**config.mk**
```make
export PLATFORM = sky130hd
export DESIGN_NAME = modulo_captura_entradas
export DESIGN_NICKNAME = d
export VERILOG_FILES = /design/src/rtl/modulo_captura_entradas.sv
export SDC_FILE = /design/constraint.sdc
export NUM_CORES = 1
export LEC_CHECK = 0
export ABC_AREA = 1
export BUFFER_PORTS_ARGS = -buffer_cell sky130_fd_sc_hd__buf_2
export CORE_UTILIZATION = 40
export DETAILED_ROUTE_END_ITERATION = 10
export GPL_TIMING_DRIVEN = 0
export HOLD_SLACK_MARGIN = 0.15
export PLACE_DENSITY_LB_ADDON = 0.12
export RECOVER_POWER = 25
export SLEW_MARGIN = 20
export SYNTH_ARGS = -nofsm -noshare
export SYNTH_HDL_FRONTEND = slang
export SYNTH_SLANG_ARGS = --single-unit
```
**constraint.sdc**
```tcl
create_clock -name clk -period 2.5 [get_ports clk]
set_input_delay 0.125 -clock clk [delete_from_list [all_inputs] [get_ports clk]]
set_output_delay 0.125 -clock clk [all_outputs]
set_load 0.01 [all_outputs]
```
**src/rtl/modulo_captura_entradas.sv**
```systemverilog
// -----------------------------------------------------------------------------
// modulo_captura_entradas
//
// Input-capture stage for the SECDED (8,4) datapath. Twelve board switches
// (4 data bits plus 8 received-codeword bits) are synchronised with a 2-flop
// synchroniser and debounced as one 12-bit vector. A change reaches the
// outputs only after the synchronised vector has stayed unchanged for
// DEBOUNCE_CYCLES consecutive cycles. Both output words always update
// together, in the same cycle as a one-cycle dato_nuevo strobe.
//
// Ports:
//   clk           in   system clock, rising edge
//   rst_n         in   asynchronous active-low reset
//   sw_entrada    in   [3:0] raw data switches (asynchronous)
//   sw_palabra_rx in   [7:0] raw received-codeword switches (asynchronous)
//   entrada       out  [3:0] debounced data word to the encoder
//   palabra_rx    out  [7:0] debounced received word to the detector
//   dato_nuevo    out  one-cycle pulse when a new snapshot is committed
//   ocupado       out  high while a change is being qualified
// -----------------------------------------------------------------------------
module modulo_captura_entradas #(
  parameter int DEBOUNCE_CYCLES = 270000,
  localparam int CNT_W = $clog2(DEBOUNCE_CYCLES + 1)
) (
  input  logic       clk,
  input  logic       rst_n,
  input  logic [3:0] sw_entrada,
  input  logic [7:0] sw_palabra_rx,
  output logic [3:0] entrada,
  output logic [7:0] palabra_rx,
  output logic       dato_nuevo,
  output logic       ocupado
);

  typedef enum logic {
    ESTABLE  = 1'b0,
    CONTANDO = 1'b1
  } estado_t;

  localparam logic [CNT_W-1:0] CNT_MAX = CNT_W'(DEBOUNCE_CYCLES - 1);

  estado_t          state_q, state_d;
  logic [11:0]      sync1_q, sync1_d;
  logic [11:0]      sync2_q, sync2_d;
  logic [11:0]      cand_q, cand_d;
  logic [CNT_W-1:0] cnt_q, cnt_d;
  logic [3:0]       entrada_q, entrada_d;
  logic [7:0]       palabra_rx_q, palabra_rx_d;
  logic             dato_nuevo_q, dato_nuevo_d;
  logic             ocupado_q, ocupado_d;
  logic [11:0]      committed;

  assign committed = {palabra_rx_q, entrada_q};

  always_comb begin
    // The first synchroniser flop feeds only the second one; no logic may
    // look at it because it can be metastable.
    sync1_d      = {sw_palabra_rx, sw_entrada};
    sync2_d      = sync1_q;
    state_d      = state_q;
    cand_d       = cand_q;
    cnt_d        = cnt_q;
    entrada_d    = entrada_q;
    palabra_rx_d = palabra_rx_q;
    dato_nuevo_d = 1'b0;

    case (state_q)
      ESTABLE: begin
        if (sync2_q != committed) begin
          cand_d  = sync2_q;
          cnt_d   = '0;
          state_d = CONTANDO;
        end
      end
      CONTANDO: begin
        if (sync2_q == committed) begin
          // Switches bounced back to the committed value: drop the change.
          cnt_d   = '0;
          state_d = ESTABLE;
        end else if (sync2_q != cand_q) begin
          // Still moving: restart qualification on the newest value.
          cand_d = sync2_q;
          cnt_d  = '0;
        end else if (cnt_q == CNT_MAX) begin
          {palabra_rx_d, entrada_d} = cand_q;
          dato_nuevo_d              = 1'b1;
          cnt_d                     = '0;
          state_d                   = ESTABLE;
        end else begin
          cnt_d = cnt_q + CNT_W'(1);
        end
      end
      default: begin
        state_d = ESTABLE;
        cnt_d   = '0;
      end
    endcase

    // Registered copy of the next state so ocupado tracks state_q exactly.
    ocupado_d = (state_d == CONTANDO);
  end

  always_ff @(posedge clk or negedge rst_n) begin
    if (!rst_n) begin
      state_q      <= ESTABLE;
      sync1_q      <= '0;
      sync2_q      <= '0;
      cand_q       <= '0;
      cnt_q        <= '0;
      entrada_q    <= '0;
      palabra_rx_q <= '0;
      dato_nuevo_q <= 1'b0;
      ocupado_q    <= 1'b0;
    end else begin
      state_q      <= state_d;
      sync1_q      <= sync1_d;
      sync2_q      <= sync2_d;
      cand_q       <= cand_d;
      cnt_q        <= cnt_d;
      entrada_q    <= entrada_d;
      palabra_rx_q <= palabra_rx_d;
      dato_nuevo_q <= dato_nuevo_d;
      ocupado_q    <= ocupado_d;
    end
  end

  assign entrada    = entrada_q;
  assign palabra_rx = palabra_rx_q;
  assign dato_nuevo = dato_nuevo_q;
  assign ocupado    = ocupado_q;

endmodule

```
Yosys cells after proc, flatten, opt, wreduce, memory -nomap -nowiden
Index checks and enable logic that the tools add are counted.
{ "op_classes": {"muxes": 18, "bitwise_logic": 3, "n_addsub": 1, "n_reduce_logical": 2, "n_eq_ne": 7} }
{ "op_table": {"columns": ["op", "count"], "rows": [
  ["$mux W19", 4],
  ["$pmux W19 S2", 1],
  ["$mux W12", 3],
  ["$ne A12 B12 Y1", 2],
  ["$pmux W12 S2", 1],
  ["$add A19 B1 Y19 const B", 1],
  ["$eq A19 B19 Y1 const B", 1],
  ["$eq A12 B12 Y1", 1],
  ["$mux W1", 8],
  ["$ne A2 B2 Y1 const B", 2],
  ["$reduce_and A4 Y1", 1],
  ["$not A1 Y1", 3],
  ["$reduce_and A3 Y1", 1],
  ["$ne A2 B1 Y1 const B", 1],
  ["$pmux W1 S2", 1]
]} }
{ "totals": {"output_inout_bits": 14, "regBits": 69, "in_bits": 14} }

Depth between registers and ports, before layout
{ "logic_depth": {"word_depth": 5, "depth_mapped": 11, "ltp_nobuf": 10} }

Worst setup path before layout
Ideal clock, no wire load.
{ "synth_timing": {"kind": "register to register", "startpoint": "register cnt_q[0]", "endpoint": "register entrada_q[1], in the netlist entrada[1]", "setup_slack_ps": 892, "arrival_ps": 1491, "setup_time_ps": 117, "required_ps": 2383, "path_stages_with_launch": 12, "cell_sequence": "dfrtp_1 > ha_1 > nand2_2 > nor2_8 > inv_2 > nor2_1 > nand3_1 > nor2_2 > nand3_2 > buf_6 > nand2_1 > nand2_1"} }
{ "synth_via": {"elab_chain_cells": 2} }
{ "synth_lines": {"columns": ["element", "line_no", "rtl"], "rows": [
  ["start: declaration", "46", "logic [CNT_W-1:0] cnt_q, cnt_d;"],
  ["start signal: assignment", "119", "cnt_q <= cnt_d;"],
  ["$eq A19 B19 Y1", "84", "end else if (cnt_q == CNT_MAX) begin"],
  ["$reduce_and A4 Y1 (no line)", null, null],
  ["end signal: assignment", "120", "entrada_q <= entrada_d;"],
  ["end: declaration", "47", "logic [3:0] entrada_q, entrada_d;"]
]} }
Every way passes these cells.
A chain may end at the register's enable or synchronous reset.

Final worst setup path
{ "layout_timing": {"startpoint": "register cnt_q[0]", "endpoint": "register entrada_q[2], in the netlist entrada[2]"} }
Same word-level chain as after synthesis.

==> impl_metrics.toml <==
[run_status]
status = "complete, no violations"

[sta]
tightest_slew_ps = 1100
fin_hold_ws_ps = 351
setup_viol = 0
relSlewSlack_pct = 26.5
finalHoldViolCount = 0
max_clock_freq_mhz = 530
rsz0062_at_grt = "false"
totalNegativeSetupSlack_ps = 0
period_share_pct = 75.5
finalClockSkew_ps = 9.69
slew_violations = 0
fin_crit_ps = 1890

[cells_and_area]
syn_to_final_growth_pct = 18.0
final_common_cell = "nand2_1"
antenna_cells = 0
layout_common_cells = "nand2_1, dfrtp_1, nand3_1, nor2_1, inv_1"
post-route-util_pct = 48.5
drive_above_1_share_pct = 16.0
nets = 522

[detailed_routing]
drc_errors = 0
ant_nets = 0
vias = 2958
m1WireLength_um = 3570
wl_um = 8010
wl_met3_um = 278
viasPerCell = 4.77
wire_per_inst_um = 12.9
drt_first_iter_violations = 89
dr.max_layer_used = "met4"
dr.pass1.iters = 4
route.met2.wl_um = 4070

[clock_network]
ctsResizeCount = 0
cts_max_level = 3
post_cts_buffers = 0
worstSkewPairLatency_ps = 340
clockBufferDepth = 2
clock-sinks = 69
root_buffer = "clkbuf_8"
cts_tree = "yes"
cts_hold_buf = 13
clkTransAtPathRegs_ps = 80
numCtsBuffers = 9

[power]
power_leakage_nw = 2.21
power_density_nw_per_um2 = 537
ir_drop_mv = 0.399

[floorplan]
ios = 28
die_h_um = 96.4
fp.dieArea_um2 = 9300
num_rows = 34
die_x_um = 96.4
core_area_um2 = 8680
start_util_pct = 41.1

[critical_path]
slowest_stage = "dfrtp_1"
path_buf_inv = 2
worst_ep_arrival_time_ps = 2130
path_class = "reg2reg"
path_cells = "ha_1, nand2_2, nor2_8, inv_2, nor2_1, nand3_1, nor2_2, nand3_2, buf_6, nand2_1, nand2_1"
cp_max_fo = 10
cpPeakStageDelay_ps = 420
end_kind = "register"
start_kind = "register"
crit_top_cell = "nand2_1"
critPathTopFamily = "simple AND/OR/NAND/NOR gates"
cp_data_required_time_ps = 2740

[global_route]
grt_pass1_vias = 2861
grt_usage_pct = 19.7
grt_overflow = 0
grt_pass1_wl_um = 13600
grt_antenna_before_repair = 0
grt_max_degree = 53

[synthesis]
yosysUniqueCellTypes = 27
yosysSeqAreaShare_pct = 48.4
yosysWarningCount = 0
synth_nets = 470
synth_area_um2 = 3570
yosys_register_bits = 69
synthCells = 455
synth_area_per_cell_um2 = 7.84

[worst_hold_path]
hold_class = "reg2reg"

[flow_run]
cap_violations = 0

[placement]
hpwl_um = 5670
port_buffers = 27
gp_congestion = 0.896
per-layer routing:
metal  up-vias  global-route usage, %
met2        56                   35.0
met5         -                      0
met1      1388                   23.8
li1       1505                      -
met3         9                   4.54
met4         0                   5.88
layout make-up:
cell class	count	area [um^2]
Buffer	13	86.3
Clock buffer	10	128
Clock inverter	6	87.6
Fill cell	872	4470
Inverter	46	173
Multi-Input combinational cell	327	1580
Sequential cell	69	1730
Tap cell	108	135
Timing Repair Buffer	41	292
worst reg2reg max path, stage by stage (launching register included):
cell and delay (ps):
dfrtp_1 420, ha_1 220, nand2_2 100, nor2_8 170
inv_2 50, nor2_1 90, nand3_1 170, nor2_2 150
nand3_2 110, buf_6 170, nand2_1 70, nand2_1 50
metrics by stage:
| stage | power [W] | instance area [um^2] | worst slack (ps) | cells |
|---|---|---|---|---|
| floorplan | 0.00123 | 3570 | 892 | 455 |
| global placement | 0.00127 | 3840 | 618 | 590 |
| detailed placement | 0.00128 | 3870 | 582 | 591 |
| CTS | 0.00230 | 4210 | 567 | 620 |
| global route | 0.00236 | 4210 | 380 | 620 |
| finish | 0.00226 | 4210 | 613 | 620 |
flip-flops by register name, indices dropped and copies added (netlist names):
register	flops
cnt_q	19
cand_q	12
sync2_q	12
entrada	4
sync1_q	12
dato_nuevo	1
palabra_rx	8
ocupado	1
report_power, final:
part | internal, W | switching (W)
registers | 0.00115 | 0.0000245
clock network | 0.000562 | 0.000426
logic | 0.0000494 | 0.0000537
cells by family after synthesis:
kind of cell	share of synthesized area, %
AOI/OAI and AO/OA	0.701
xor gates and xnor gates	4.91
adders and majority gates	0.351
buffers and inverters	7.26
DFF	48.4
and+or+nand+nor	38.4
cells in the mapped netlist (all sizes together):
cell    number  share of area [%]
ha           1               0.35
nand3       58                9.1
nor2        55                7.9
nor3         5                1.0
o21ai        4               0.56
xnor2       15                3.7
xor2         5                1.2
nor2b        1               0.18
dfrtp       69                 48
nand2      175                 19
inv         46                4.8
buf         12                2.3
a21oi        1               0.14
nand3b       2               0.42
clkbuf       1               0.11
nand4        5               0.88
worst paths after layout:
kind / from / to / slack (ps) / cells after the start
max: cnt_q[0]$_DFFE_PN0P_ / entrada[2]$_DFFE_PN0P_ / 610 / 11
min: sync1_q[4]$_DFF_PN0_ / sync2_q[4]$_DFF_PN0_ / 350 / 0
max reg2reg: cnt_q[0]$_DFFE_PN0P_ / entrada[2]$_DFFE_PN0P_ / 610 / 11
min reg2reg: sync1_q[4]$_DFF_PN0_ / sync2_q[4]$_DFF_PN0_ / 350 / 0
max in group asynchronous: rst_n / cnt_q[9]$_DFFE_PN0P_ / 1180 / 3
min in group asynchronous: rst_n / cnt_q[2]$_DFFE_PN0P_ / 500 / 2
Note: power is estimated with default switching activity, not from simulation.
